--- config.mk ---
export PLATFORM = sky130hd
export DESIGN_NAME = uart_rx_sampler_flat
export DESIGN_NICKNAME = d
export VERILOG_FILES = /design/src/rtl/uart_rx_sampler_if.sv /design/src/rtl/uart_rx_sampler.sv /design/src/flat_wrapper.sv
export SDC_FILE = /design/constraint.sdc
export NUM_CORES = 1
export LEC_CHECK = 0
export CORE_ASPECT_RATIO = 2
export CORE_MARGIN = 10
export CORE_UTILIZATION = 41
export DETAILED_ROUTE_END_ITERATION = 10
export GPL_TIMING_DRIVEN = 0
export SYNTH_ARGS = -nofsm -noshare
export SYNTH_HDL_FRONTEND = slang
export SYNTH_SLANG_ARGS = --single-unit
--- constraint.sdc ---
create_clock -name clk -period 3.6 [get_ports clk]
set_input_delay 0.72 -clock clk [delete_from_list [all_inputs] [get_ports clk]]
set_output_delay 0.72 -clock clk [all_outputs]
set_load 0.02 [all_outputs]
--- src/rtl/uart_rx_sampler_if.sv ---
// Serial receive bundle: the line in, the received byte and its status strobes out.
interface uart_rx_sampler_if;
   logic       rx;
   logic [7:0] data_out;
   logic       valid;
   logic       error;
   logic       RX_active;

   modport master (output rx, input data_out, valid, error, RX_active);
   modport slave  (input rx, output data_out, valid, error, RX_active);
endinterface

--- src/rtl/uart_rx_sampler.sv ---
// 8N1 UART receiver with 2-flop synchroniser, mid-bit sampling and framing check.
// Define UART_RX_PARITY_EN to add an even-parity bit between the data and stop bits.
module uart_rx_sampler #(
   parameter int CLKS_PER_BIT = 16,
   parameter int CNT_W        = 8
) (
   input logic               clk,
   input logic               reset,
   uart_rx_sampler_if.slave  bus
);

   localparam logic [CNT_W-1:0] HALF_M1 = CNT_W'(CLKS_PER_BIT / 2 - 1);
   localparam logic [CNT_W-1:0] FULL_M1 = CNT_W'(CLKS_PER_BIT - 1);

   typedef enum logic [2:0] {
      IDLE,
      START,
      DATA,
`ifdef UART_RX_PARITY_EN
      PARITY,
`endif
      STOP,
      BREAK
   } state_t;

   state_t           state;
   logic [CNT_W-1:0] cnt;
   logic [2:0]       bit_idx;
   logic [7:0]       shift_reg;
   logic             rx_meta;
   logic             rx_s;
   logic             frame_ok;

   // Synchroniser resets to idle-high so releasing reset never looks like a start bit.
   always_ff @(posedge clk or negedge reset) begin
      if (!reset) begin
         rx_meta <= 1'b1;
         rx_s    <= 1'b1;
      end else begin
         // NOTE: non-blocking assignments make both flops sample the old value,
         // giving a true two-stage shift instead of a single wire.
         rx_meta <= bus.rx;
         rx_s    <= rx_meta;
      end
   end

`ifdef UART_RX_PARITY_EN
   logic par_err;
   always_comb frame_ok = rx_s && !par_err;
`else
   always_comb frame_ok = rx_s;
`endif

   always_ff @(posedge clk or negedge reset) begin
      if (!reset) begin
         state         <= IDLE;
         cnt           <= '0;
         bit_idx       <= '0;
         shift_reg     <= '0;
         bus.data_out  <= '0;
         bus.valid     <= 1'b0;
         bus.error     <= 1'b0;
         bus.RX_active <= 1'b0;
`ifdef UART_RX_PARITY_EN
         par_err       <= 1'b0;
`endif
      end else begin
         bus.valid <= 1'b0;
         bus.error <= 1'b0;
         case (state)
            IDLE: begin
               if (!rx_s) begin
                  state         <= START;
                  cnt           <= '0;
                  bus.RX_active <= 1'b1;
               end
            end
            START: begin
               if (cnt == HALF_M1) begin
                  cnt <= '0;
                  if (!rx_s) begin
                     state   <= DATA;
                     bit_idx <= '0;
                  end else begin
                     state         <= IDLE;
                     bus.RX_active <= 1'b0;
                  end
               end else begin
                  cnt <= cnt + 1'b1;
               end
            end
            DATA: begin
               if (cnt == FULL_M1) begin
                  shift_reg[bit_idx] <= rx_s;
                  cnt                <= '0;
                  bit_idx            <= bit_idx + 1'b1;
                  if (bit_idx == 3'd7) begin
`ifdef UART_RX_PARITY_EN
                     state <= PARITY;
`else
                     state <= STOP;
`endif
                  end
               end else begin
                  cnt <= cnt + 1'b1;
               end
            end
`ifdef UART_RX_PARITY_EN
            PARITY: begin
               if (cnt == FULL_M1) begin
                  par_err <= ^{shift_reg, rx_s};
                  cnt     <= '0;
                  state   <= STOP;
               end else begin
                  cnt <= cnt + 1'b1;
               end
            end
`endif
            STOP: begin
               if (cnt == FULL_M1) begin
                  cnt           <= '0;
                  bus.data_out  <= shift_reg;
                  bus.RX_active <= 1'b0;
                  bus.valid     <= frame_ok;
                  bus.error     <= !frame_ok;
                  // Leaving at mid-stop-bit leaves half a bit to catch a back-to-back start.
                  state         <= rx_s ? IDLE : BREAK;
               end else begin
                  cnt <= cnt + 1'b1;
               end
            end
            BREAK: begin
               if (rx_s) state <= IDLE;
            end
            default: state <= IDLE;
         endcase
      end
   end

endmodule

--- src/flat_wrapper.sv ---
// flat-port wrapper written by rule: the top's interface ports become plain ports
module uart_rx_sampler_flat 
#(
   parameter int CLKS_PER_BIT = 16,
   parameter int CNT_W        = 8
)
  (clk, reset, bus_rx, bus_data_out, bus_valid, bus_error, bus_RX_active);
  uart_rx_sampler_if bus_i ();
  input logic clk;
  input logic reset;
  input wire logic [$bits(bus_i.rx)-1:0] bus_rx;
  output wire logic [$bits(bus_i.data_out)-1:0] bus_data_out;
  output wire logic [$bits(bus_i.valid)-1:0] bus_valid;
  output wire logic [$bits(bus_i.error)-1:0] bus_error;
  output wire logic [$bits(bus_i.RX_active)-1:0] bus_RX_active;
  assign bus_i.rx = bus_rx;
  assign bus_data_out = bus_i.data_out;
  assign bus_valid = bus_i.valid;
  assign bus_error = bus_i.error;
  assign bus_RX_active = bus_i.RX_active;
  uart_rx_sampler #(.CLKS_PER_BIT(CLKS_PER_BIT), .CNT_W(CNT_W)) u_core (.clk(clk), .reset(reset), .bus(bus_i));
endmodule
# [Word-level counts from Yosys, hierarchy flattened]
# Index checks and enable logic that the tools add are counted.
[word_totals] regBits=35 inputBits=3 output_inout_bits=11
[classes] addsub=2 order_cmp=2 n_eq_ne=15 n_mux=29 reduce_logical=13
[op_table] op="3-bit 2-to-1 mux" count=10
[op_table] op="8-bit 2-to-1 mux" count=3
[op_table] op="8-bit case mux with 3 select lines" count=1
[op_table] op="3-bit case mux with 5 select lines" count=1
[op_table] op="2-bit by 1-bit inequality test with 1-bit output, second input constant" count=6
[op_table] op="1-bit 2-to-1 mux" count=9
[op_table] op="8-bit by 1-bit adder with 8-bit output, second input constant" count=1
[op_table] op="8-bit bitwise mux" count=1
[op_table] op="8-bit by 3-bit equality test with 1-bit output, second input constant" count=1
[op_table] op="8-bit by 4-bit equality test with 1-bit output, second input constant" count=1
[op_table] op="3-bit by 2-bit equality test with 1-bit output, second input constant" count=2
[op_table] op="3-bit equality test, second input constant" count=2
[op_table] op="3-bit case mux with 2 select lines" count=1
[op_table] op="2-bit AND reduction" count=3
[op_table] op="6-bit AND reduction" count=1
[op_table] op="3-bit nonzero test" count=2
[op_table] op="5-bit AND reduction" count=1
[op_table] op="3-bit by 4-bit less-than comparator with 1-bit output, second input constant" count=1
[op_table] op="2-bit inequality test, second input constant" count=2
[op_table] op="4-bit AND reduction" count=1
[op_table] op="3-bit by 1-bit adder with 3-bit output, second input constant" count=1
[op_table] op="1-bit demux with 3-bit select" count=1
[op_table] op="3-bit by 1-bit equality test with 1-bit output, second input constant" count=1
[op_table] op="3-bit by 1-bit greater-or-equal comparator with 1-bit output, second input constant" count=1
[op_table] op="other kinds (7)" count=7

# [Depth between registers and ports, before layout]
# Gate-level depths: netlist (run 1).
[logic_depth] depth_word=5 mapped_depth=5 ltp_nobuf=5

# [Worst setup path after synthesis (run 1)]
# No wires, ideal clock.
[synth_timing] path_kind="reg2reg" from="reg u_core.cnt[5]" to="reg u_core.bus.data_out[0]" setup_time_ps=125 t_arrival_ps=1575 required_time_ps=3475 setup_slack_ps=1901 stages_incl_launch_ff=5 n_path_buf=0 period_less_slack_ps=1699 cell_sequence="dfrtp_1 -> nor4_4 -> nand2_1 -> nor2_2 -> mux2_2"
[synth_between] elab_chain_cells=2
[synth_lines] item="from (decl)" line_no="uart_rx_sampler.sv:27" text="logic [CNT_W-1:0] cnt;"
[synth_lines] item="from (signal assigned)" line_no="uart_rx_sampler.sv:89" text="cnt <= cnt + 1'b1;"
[synth_lines] item="from (signal assigned)" line_no="uart_rx_sampler.sv:105" text="cnt <= cnt + 1'b1;"
[synth_lines] item="from (signal assigned)" line_no="uart_rx_sampler.sv:129" text="cnt <= cnt + 1'b1;"
[synth_lines] item="8-bit by 4-bit equality test with 1-bit output" line_no="uart_rx_sampler.sv:120" text="if (cnt == FULL_M1) begin"
[synth_lines] item="2-bit AND reduction (no line)"
[synth_lines] item="to (signal assigned)" line_no="uart_rx_sampler.sv:122" text="bus.data_out <= shift_reg;"
[synth_lines] item="to (decl)" line_no="uart_rx_sampler_if.sv:10" text="modport slave (input rx, output data_out, valid, error, RX_active);"
# Every way passes these cells.
# A chain may end at the register's enable or synchronous reset.

# [Worst setup path after layout (run 1)]
[layout_timing] from="reg u_core.bus.RX_active" to="out bus_RX_active"
[layout_rtl] item="from (decl)" line_no="uart_rx_sampler_if.sv:10"
[layout_rtl] item="from (signal assigned)" line_no="uart_rx_sampler.sv:63" text="bus.RX_active <= 1'b0;"
[layout_rtl] item="from (signal assigned)" line_no="uart_rx_sampler.sv:75" text="bus.RX_active <= 1'b1;"
[layout_rtl] item="from (signal assigned)" line_no="uart_rx_sampler.sv:86" text="bus.RX_active <= 1'b0;"
[layout_rtl] item="to (decl)" line_no="flat_wrapper.sv:15" text="output wire logic [$bits(bus_i.RX_active)-1:0] bus_RX_active;"
# No word-level cell between the ends.

==> out/qor.txt, run 1 <==
Number of global-route vias before repair -> 1240
Syn_nets -> 152
Static Leak -> 0.853 nW
Most common cell in the netlist -> dfrtp_1
Yosys cell types -> 41
Detailed Route Iter0 Violations -> 17
Slowest stage delay, CP -> 0.61 ns
Initial antenna violation count -> 0
Reg2Reg Setup Slack -> 1.66 ns
Setup TNS -> 0 ns
Max Cap Viol -> 0
Die H -> 110 um
DP HPWL -> 2420 um
Final ANT Viol Nets -> 0
CP Class -> reg -> out
Setup Skew -> 0.00475 ns
Final Hold Fails -> 0
Flops & latches, synth -> 35
Post-synth EDFFs -> 0
Worst-path clk slew -> 0.07 ns
CP max stage cell -> clkdlybuf4s50_1
Largest cells by area after synthesis -> dfrtp_1 (50%), mux2_2 (11%), nand3_1 (3.3%)
Top-area cell type share of the netlist area -> 49.8%
Fin crit period -> 1.98 ns
Chip width -> 64.9 um
Worst EP required -> 2.88 ns
CTS buffer count -> 5
Clock Sinks -> 35
Crit. End Element -> primary output
Least-Margin Pin Slew -> 0.760 ns
Die Footprint -> 0.00714 mm^2
Power density over the cells -> 540 mW/mm^2
Layout area overhead -> 16.7%
Post-route cell area -> 0.00193 mm^2
Via count -> 1155
Cts hold-fix bufs -> 0
Setup violators final -> 0
VDD IR max -> 0.351 mV
CTS tree -> built
GPL Wtd Cong -> 0.764
DRC -> 0
Number of I/O pins -> 14
Rows -> 32
Max_slew headroom -> 49.3%
Via/cell ratio -> 5.32
Hold WC Path Type -> reg -> reg
First-pass GRT wire length -> 5830 um
Fin crit share -> 55.0%
Seq/Total Area, Yosys -> 53.0%
Max Fclk -> 0.505 GHz
Final #Nets -> 172
Ys Warns -> 0
CP bufs+invs -> 1
Diode count -> 0
Clock latency on the worst-skew pair -> 0.28 ns
Mean post-synth cell area -> 11.3 um^2
Number of setup buffers added after CTS -> 0
Average wire per standard cell -> 15.1 um
Status -> finished, final reports clean
Largest net degree at the start of global routing -> 36
Root Buffer Master -> clkbuf_8
Initial Utilization -> 42.7%
Top FF cell, synth -> dfrtp_1
Max Slew Vio Count -> 0
Post-CTS sizing -> 0
FFs w/ async S/R, synth -> 100%
Critical path cell sequence -> clkdlybuf4s50_1
Core area -> 0.00388 mm^2
Area of the multi-input gates -> 727 um^2
Total congestion overflow -> 0
Start point of the critical path -> u_core.bus.RX_active
Critical Path Source Type -> register
Crit-path max FO -> 3
Crit-path leading delay family -> buffers and inverters
Buffers on Ports -> 13
DP Area -> 0.00185 mm^2
Hold_sp -> u_core.rx_meta
Post-synthesis cell area -> 0.00166 mm^2
R2R Path Start -> u_core.cnt[5]
FF+latch area -> 878 um^2
Top cells by count, synth -> dfrtp_1 (33), mux2_2 (16), nand2_1 (13)
Cells after Synth -> 146
Pre-Repair DR Iteration Count -> 4
Ratio of cells with drive above 1 in the final layout -> 21.7%
Bufs on Longest Clock Path -> 2
Critical path data arrival time -> 1.26 ns
H-tree depth -> 2
Total Power -> 1.04 mW
Post-Route WL -> 3270 um
Area leader, netlist -> dfrtp_1
Fillcell total -> 387
Total GRT Usage -> 10.3%
RSZ-0062 raised after global routing -> no
Final hold slack -> 0.357 ns
layer usage:
layer | GRT usage [%] | wire [um] | up-vias | part of all wire, %
met5 | 0 | 0 | - | 0
met4 | 5.08 | 73 | 0 | 2.2
met3 | 3.16 | 145 | 8 | 4.4
met2 | 19.2 | 1870 | 21 | 57
met1 | 9.70 | 1180 | 561 | 36
li1 | - | - | 565 | -
power by group:
part	switching, mW	total, mW	internal (mW)
clock	0.130	0.280	0.150
combinational	0.170	0.286	0.117
sequential	0.0389	0.478	0.439
cell type report:
| cell class | count | share of cell area (%) |
|---|---|---|
| plain buffers | 5 | 1.49 |
| clock buffers | 6 | 4.27 |
| clock inverters | 1 | 0.259 |
| inverters | 6 | 1.17 |
| multi-input cells | 100 | 37.6 |
| flip-flops and latches | 35 | 45.4 |
| well taps | 51 | 3.30 |
| repair buffers | 13 | 6.47 |
cells by family (layout without fill, tap and decap cells):
logic type / after synthesis / in the layout / synth area share (%)
xor+xnor: 2 / 2 / 1.06
flops: 35 / 35 / 53.0
simple gates: 54 / 54 / 18.7
mux: 18 / 18 / 12.1
fa+ha+maj: 3 / 3 / 2.27
compound gates: 23 / 23 / 9.74
buf+inv: 11 / 31 / 3.10
through the flow:
step	cells	util (%)	setup WS (ns)
after CTS	217	49.8	1.60
after global placement	210	47.6	1.06
after global routing	217	49.8	1.46
after floorplan	146	-	1.90
final	217	49.8	1.62
after detailed placement	210	47.5	1.60
cell usage in the layout, fill, tap and decap left out, types with 5 or more instances in the layout:
| master | count |
|---|---|
| a21oi_1 | 5 |
| clkbuf_8 | 6 |
| clkdlybuf4s50_1 | 12 |
| dfrtp_1 | 33 |
| inv_1 | 6 |
| mux2_2 | 16 |
| nand2_1 | 13 |
| nand3_1 | 11 |
| nor2_1 | 5 |
| nor3_1 | 7 |
| o21ai_0 | 6 |
worst paths after layout:
path / end / depth (start not counted)
max: bus_RX_active / 1
min: u_core.frame_ok / 0
max reg2reg: u_core.bus.data_out[3] / 4
min reg2reg: u_core.frame_ok / 0
max in group asynchronous: u_core.cnt[7] / 1
min in group asynchronous: u_core.state[0] / 1
No activity file was read; power rests on OpenSTA's default activity.
==> run 2, diff against run 1 <==
==> constraint.sdc (replaced) <==
create_clock -name clk -period 1.85 [get_ports clk]
set_input_delay 0.37 -clock clk [delete_from_list [all_inputs] [get_ports clk]]
set_output_delay 0.37 -clock clk [all_outputs]
set_load 0.02 [all_outputs]
==> run 2 against run 1 <==
Effect of this change:
- worst hold slack worse by 0.20 ns
- clock-buffer cell count unchanged
- register-to-register slack worse by 1.6 ns
- largest power group unchanged
- critical path type is now reg -> reg
- final cell count increased by 1.8%
- non-clock buffer count rose by 3
- total power rose by 100%
- die area is the same
- clock skew up 0.00068 ns
- sequential share of layout area down 1.9 points
- highest routed layer unchanged
- final area grew 4.6%
- via count grew 3.8%
==> out/qor.txt, run 2 (synthesis gave the netlist of run 1 again) <==
Status -> finished, final reports clean
Most frequent cells in the layout -> dfrtp_1 (31), mux2_2 (16), nand2_1 (12), clkdlybuf4s50_1 (12), nand3_1 (10)
Buffers on Ports -> 13
Post-route cell area -> 0.00202 mm^2
Hold WC Path Type -> in -> async
DP Area -> 0.00185 mm^2
Static Leak -> 0.869 nW
Max Fclk -> 0.564 GHz
Rows -> 32
Critical path cell sequence -> clkbuf_4 -> nor3b_4 -> nand4_1 -> buf_4 -> nor3_2 -> mux2_2
Worst-path clk slew -> 0.07 ns
Least-Margin Pin Slew -> 0.770 ns
Largest net degree at the start of global routing -> 36
H-tree depth -> 2
Detailed Route Iter0 Violations -> 58
Critical Path Source Type -> register
Power density over the cells -> 1040 mW/mm^2
Number of I/O pins -> 14
Die Footprint -> 0.00714 mm^2
DP Worst Slack -> -0.154 ns
CP max stage cell -> dfrtp_1
Bufs on Longest Clock Path -> 2
CTS tree -> built
Max Cap Viol -> 0
Max Slew Vio Count -> 0
Final Hold Fails -> 0
Ratio of cells with drive above 1 in the final layout -> 30.6%
Diode count -> 0
Final ANT Viol Nets -> 0
Chip width -> 64.9 um
Initial Utilization -> 42.7%
Crit. End Element -> register
Setup Skew -> 0.00542 ns
Reg2Reg Setup Slack -> 0.08 ns
Core area -> 0.00388 mm^2
Critical path data arrival time -> 1.94 ns
DP HPWL -> 2420 um
Final worst slack -> 0.0785 ns
Layout area overhead -> 22.1%
First-pass GRT wire length -> 5880 um
GPL Wtd Cong -> 0.764
Setup violators final -> 0
Average wire per standard cell -> 15.9 um
Pre-Repair DR Iteration Count -> 4
Total congestion overflow -> 0
Fin crit period -> 1.77 ns
Total Power -> 2.11 mW
Max_slew headroom -> 48.6%
Final hold slack -> 0.158 ns
Via count -> 1199
Clock Sinks -> 35
Clock latency on the worst-skew pair -> 0.28 ns
CP Class -> reg -> reg
Crit-path max FO -> 10
Number of global-route vias before repair -> 1250
Via/cell ratio -> 5.43
Total GRT Usage -> 10.4%
Final #Nets -> 176
VDD IR max -> 0.652 mV
Fin crit share -> 95.8%
Commonest non-fill, non-tap cell in the layout -> dfrtp_1
CTS buffer count -> 5
Initial antenna violation count -> 0
Worst EP required -> 2.01 ns
Slowest stage delay, CP -> 0.36 ns
Die H -> 110 um
DRC -> 0
Root Buffer Master -> clkbuf_8
Post-Route WL -> 3510 um
-- run 2: cell type report --
class                           instances  area [um^2]
Buffer                                  5         31.3
Clock buffer                            6         82.6
Clock inverter                          1         5.00
Fill cell                             376         1860
Inverter                                6         22.5
Multi-Input combinational cell        101          788
Sequential cell                        35          881
Tap cell                               51         63.8
Timing Repair Buffer                   16          148
-- run 2: per-layer routing --
layer / global-route usage, % / vias up / wire length, um
met2: 19.3 / 14 / 2070
met4: 5.23 / 0 / 61
met1: 9.82 / 599 / 1250
li1: - / 580 / -
met3: 3.16 / 6 / 133
met5: 0 / - / 0
-- run 2: final timing paths --
kind	from	endpoint	depth (start not counted)
min	reset	u_core.state[0]	1
min in group clk	u_core.rx_meta	u_core.frame_ok	0
max in group asynchronous	reset	u_core.cnt[5]	1
min reg2reg	u_core.rx_meta	u_core.frame_ok	0
max reg2reg	u_core.state[1]	u_core.shift_reg[3]	6
max	u_core.state[1]	u_core.shift_reg[3]	6
-- run 2: metrics by stage --
step	setup TNS, ns	utilization (%)	instances
finish	0	52.1	221
global placement	-11.98	47.6	210
global route	-0.0868	52.1	221
CTS	-0.0352	50.1	217
floorplan	0	-	146
detailed placement	-1.19	47.5	210
-- run 2: power by group --
part,total [mW],switching [mW],internal (mW)
Clock,0.542,0.251,0.292
Sequential,0.936,0.0803,0.856
Combinational,0.633,0.364,0.269
Total,2.11,0.695,1.42
-- run 2: critical path: cells and delay by family (launching register included) --
kind | cells | cell delay, ns
flip-flops | 1 | 0.36
AND/OR/NAND/NOR | 3 | 0.56
buffers and inverters | 2 | 0.39
multiplexers | 1 | 0.35
-- run 2: what timing repair did --
item	4_1_cts	5_1_grt
cloned	0	1
endpoints found under the setup margin	10	25
resized for setup	2	14
pin swaps	2	4
hold buffers	0	0
buffers inserted	0	3
==> run 3, diff against run 2 <==
--- a/config.mk
+++ b/config.mk
@@ -5,11 +5,13 @@
 export SDC_FILE = /design/constraint.sdc
 export NUM_CORES = 1
 export LEC_CHECK = 0
+export CAP_MARGIN = 20
 export CORE_ASPECT_RATIO = 2
 export CORE_MARGIN = 10
 export CORE_UTILIZATION = 41
 export DETAILED_ROUTE_END_ITERATION = 10
 export GPL_TIMING_DRIVEN = 0
+export REMOVE_ABC_BUFFERS = 1
 export SYNTH_ARGS = -nofsm -noshare
 export SYNTH_HDL_FRONTEND = slang
 export SYNTH_SLANG_ARGS = --single-unit
==> run 3 against run 2 <==
Effect of this change:
- worst setup slack worse by 0.012 ns
- largest power group unchanged
- sequential power up 7%
- first-iteration DRC count down 69%
- via count up 1.0%
- sequential share of layout area down 0.94 points
- die area unchanged
- clock power up 4%
- critical path type unchanged
==> out/qor.txt, run 3 (synthesis gave the netlist of run 1 again) <==
Status -> finished, final reports clean
Number of I/O pins -> 14
Pre-Repair DR Iteration Count -> 4
Crit-path max FO -> 12
DRC -> 0
Final ANT Viol Nets -> 0
Crit path to -> u_core.shift_reg[1]
Core area -> 0.00388 mm^2
Switching power -> 0.713 mW
Total congestion overflow -> 0
Levels on crit path -> 5
Average wire per standard cell -> 15.2 um
Post-Route WL -> 3440 um
Number of global-route vias before repair -> 1197
Final Hold Fails -> 0
RR Endpoint -> u_core.shift_reg[1]
Critical path cell sequence -> nor3b_4 -> nand4_1 -> buf_4 -> nor3_2 -> mux2_2
Total GRT Usage -> 10.6%
Crit. End Element -> register
Final hold slack -> 0.164 ns
Reg2Reg Setup Slack -> 0.07 ns
Crit-path leading delay family -> simple AND/OR/NAND/NOR gates
Bufs on Longest Clock Path -> 2
CTS buffer count -> 5
Cts hold-fix bufs -> 0
Diode count -> 0
Ratio of cells with drive above 1 in the final layout -> 33.1%
CP bufs+invs -> 1
VDD IR max -> 0.687 mV
CP max stage cell -> dfrtp_2
Clock latency on the worst-skew pair -> 0.28 ns
Root Buffer Master -> clkbuf_8
CP Class -> reg -> reg
Comb pwr share -> 28.5%
Via count -> 1211
Placed cells -> 205
Max_slew headroom -> 48.0%
Static Leak -> 0.897 nW
Via/cell ratio -> 5.36
Critical Path Source Type -> register
Final #Nets -> 180
Largest net degree at the start of global routing -> 36
Max Cap Viol -> 0
Clock Sinks -> 35
Rows -> 32
Buffers on Ports -> 13
Critical path data arrival time -> 1.96 ns
Chip width -> 64.9 um
Slowest stage delay, CP -> 0.51 ns
Power density over the cells -> 1050 mW/mm^2
Clock Power Share -> 25.6%
Die Footprint -> 0.00714 mm^2
Setup Skew -> 0.00378 ns
Max Slew Vio Count -> 0
Layout area overhead -> 25.5%
GPL Wtd Cong -> 0.749
Initial antenna violation count -> 0
Fin crit period -> 1.78 ns
Worst-path clk slew -> 0.07 ns
R2R Path Start -> u_core.state[2]
Setup violators final -> 0
Die H -> 110 um
Max Fclk -> 0.561 GHz
RSZ-0062 raised after global routing -> yes
Initial Utilization -> 42.7%
First-pass GRT wire length -> 5900 um
Least-Margin Pin Slew -> 0.780 ns
Commonest non-fill, non-tap cell in the layout -> dfrtp_1
Detailed Route Iter0 Violations -> 18
Switching share of power -> 32.6%
Hold WC Path Type -> in -> async
Sequential share of power -> 45.9%
H-tree depth -> 2
R2r worst-path depth -> 5
Non-filler instance count after layout -> 226
Most frequent cells in the layout -> dfrtp_1 (27), mux2_2 (16), nand2_1 (13), clkdlybuf4s50_1 (12), buf_4 (12)
Fin crit share -> 96.4%
P_int -> 1.47 mW
Worst EP required -> 2.02 ns
DP HPWL -> 2370 um
Start point of the critical path -> u_core.state[2]
CTS tree -> built
run 3: worst min path at each step:
| stage | from | end | slack [ns] | cells past startpoint |
|---|---|---|---|---|
| floorplan | reset | u_core.bit_idx[0] | 0.07 | 0 |
| global placement | u_core.rx_meta | u_core.frame_ok | 0.35 | 0 |
| detailed placement | u_core.rx_meta | u_core.frame_ok | 0.35 | 0 |
| CTS | reset | u_core.cnt[3] | 0.18 | 1 |
| global route | reset | u_core.bus.data_out[7] | 0.23 | 1 |
| finish | reset | u_core.bus.data_out[2] | 0.16 | 1 |
run 3: per-layer routing:
metal	track usage, %	part of all wire [%]
met2	17.4	56
met5	0	0
met3	3.36	4.0
met4	6.62	2.9
met1	11.4	37
run 3: area by class of cell:
cell class / instances / area [um^2]
Multi-Input combinational cell: 100 / 779
Clock buffer: 7 / 86.3
Tap cell: 51 / 63.8
Clock inverter: 1 / 5.00
Timing Repair Buffer: 26 / 235
Inverter: 6 / 22.5
Sequential cell: 35 / 886
Fill cell: 356 / 1810
run 3: power by group through the flow:
stage | Combinational, mW | Sequential [mW] | Clock, mW
floorplan | 0.347 | 0.983 | 0
global placement | 0.444 | 1.00 | 0
detailed placement | 0.461 | 1.01 | 0
CTS | 0.493 | 0.999 | 0.585
global route | 0.700 | 1.02 | 0.621
finish | 0.623 | 1.00 | 0.561
run 3: timing repair:
action                     in CTS  in global routing
setup buffers                   2                 11
hold endpoints to repair        0                  0
resized for setup               4                 13
setup endpoints to repair      12                 17
pin swaps                       3                  8
run 3: per-stage QoR:
stage / total power [mW] / util [%] / setup WS (ns) / instance area (um^2) / setup TNS [ns]
2_1_floorplan: 1.33 / - / 0.151 / 1630 / 0
3_3_place_gp: 1.45 / 46.9 / -0.294 / 1820 / -10.40
3_5_place_dp: 1.47 / 46.8 / -0.157 / 1820 / -1.25
4_1_cts: 2.08 / 50.4 / 0.00924 / 1960 / 0
5_1_grt: 2.34 / 53.5 / -0.0220 / 2080 / -0.0438
6_report: 2.19 / 53.5 / 0.0661 / 2080 / 0
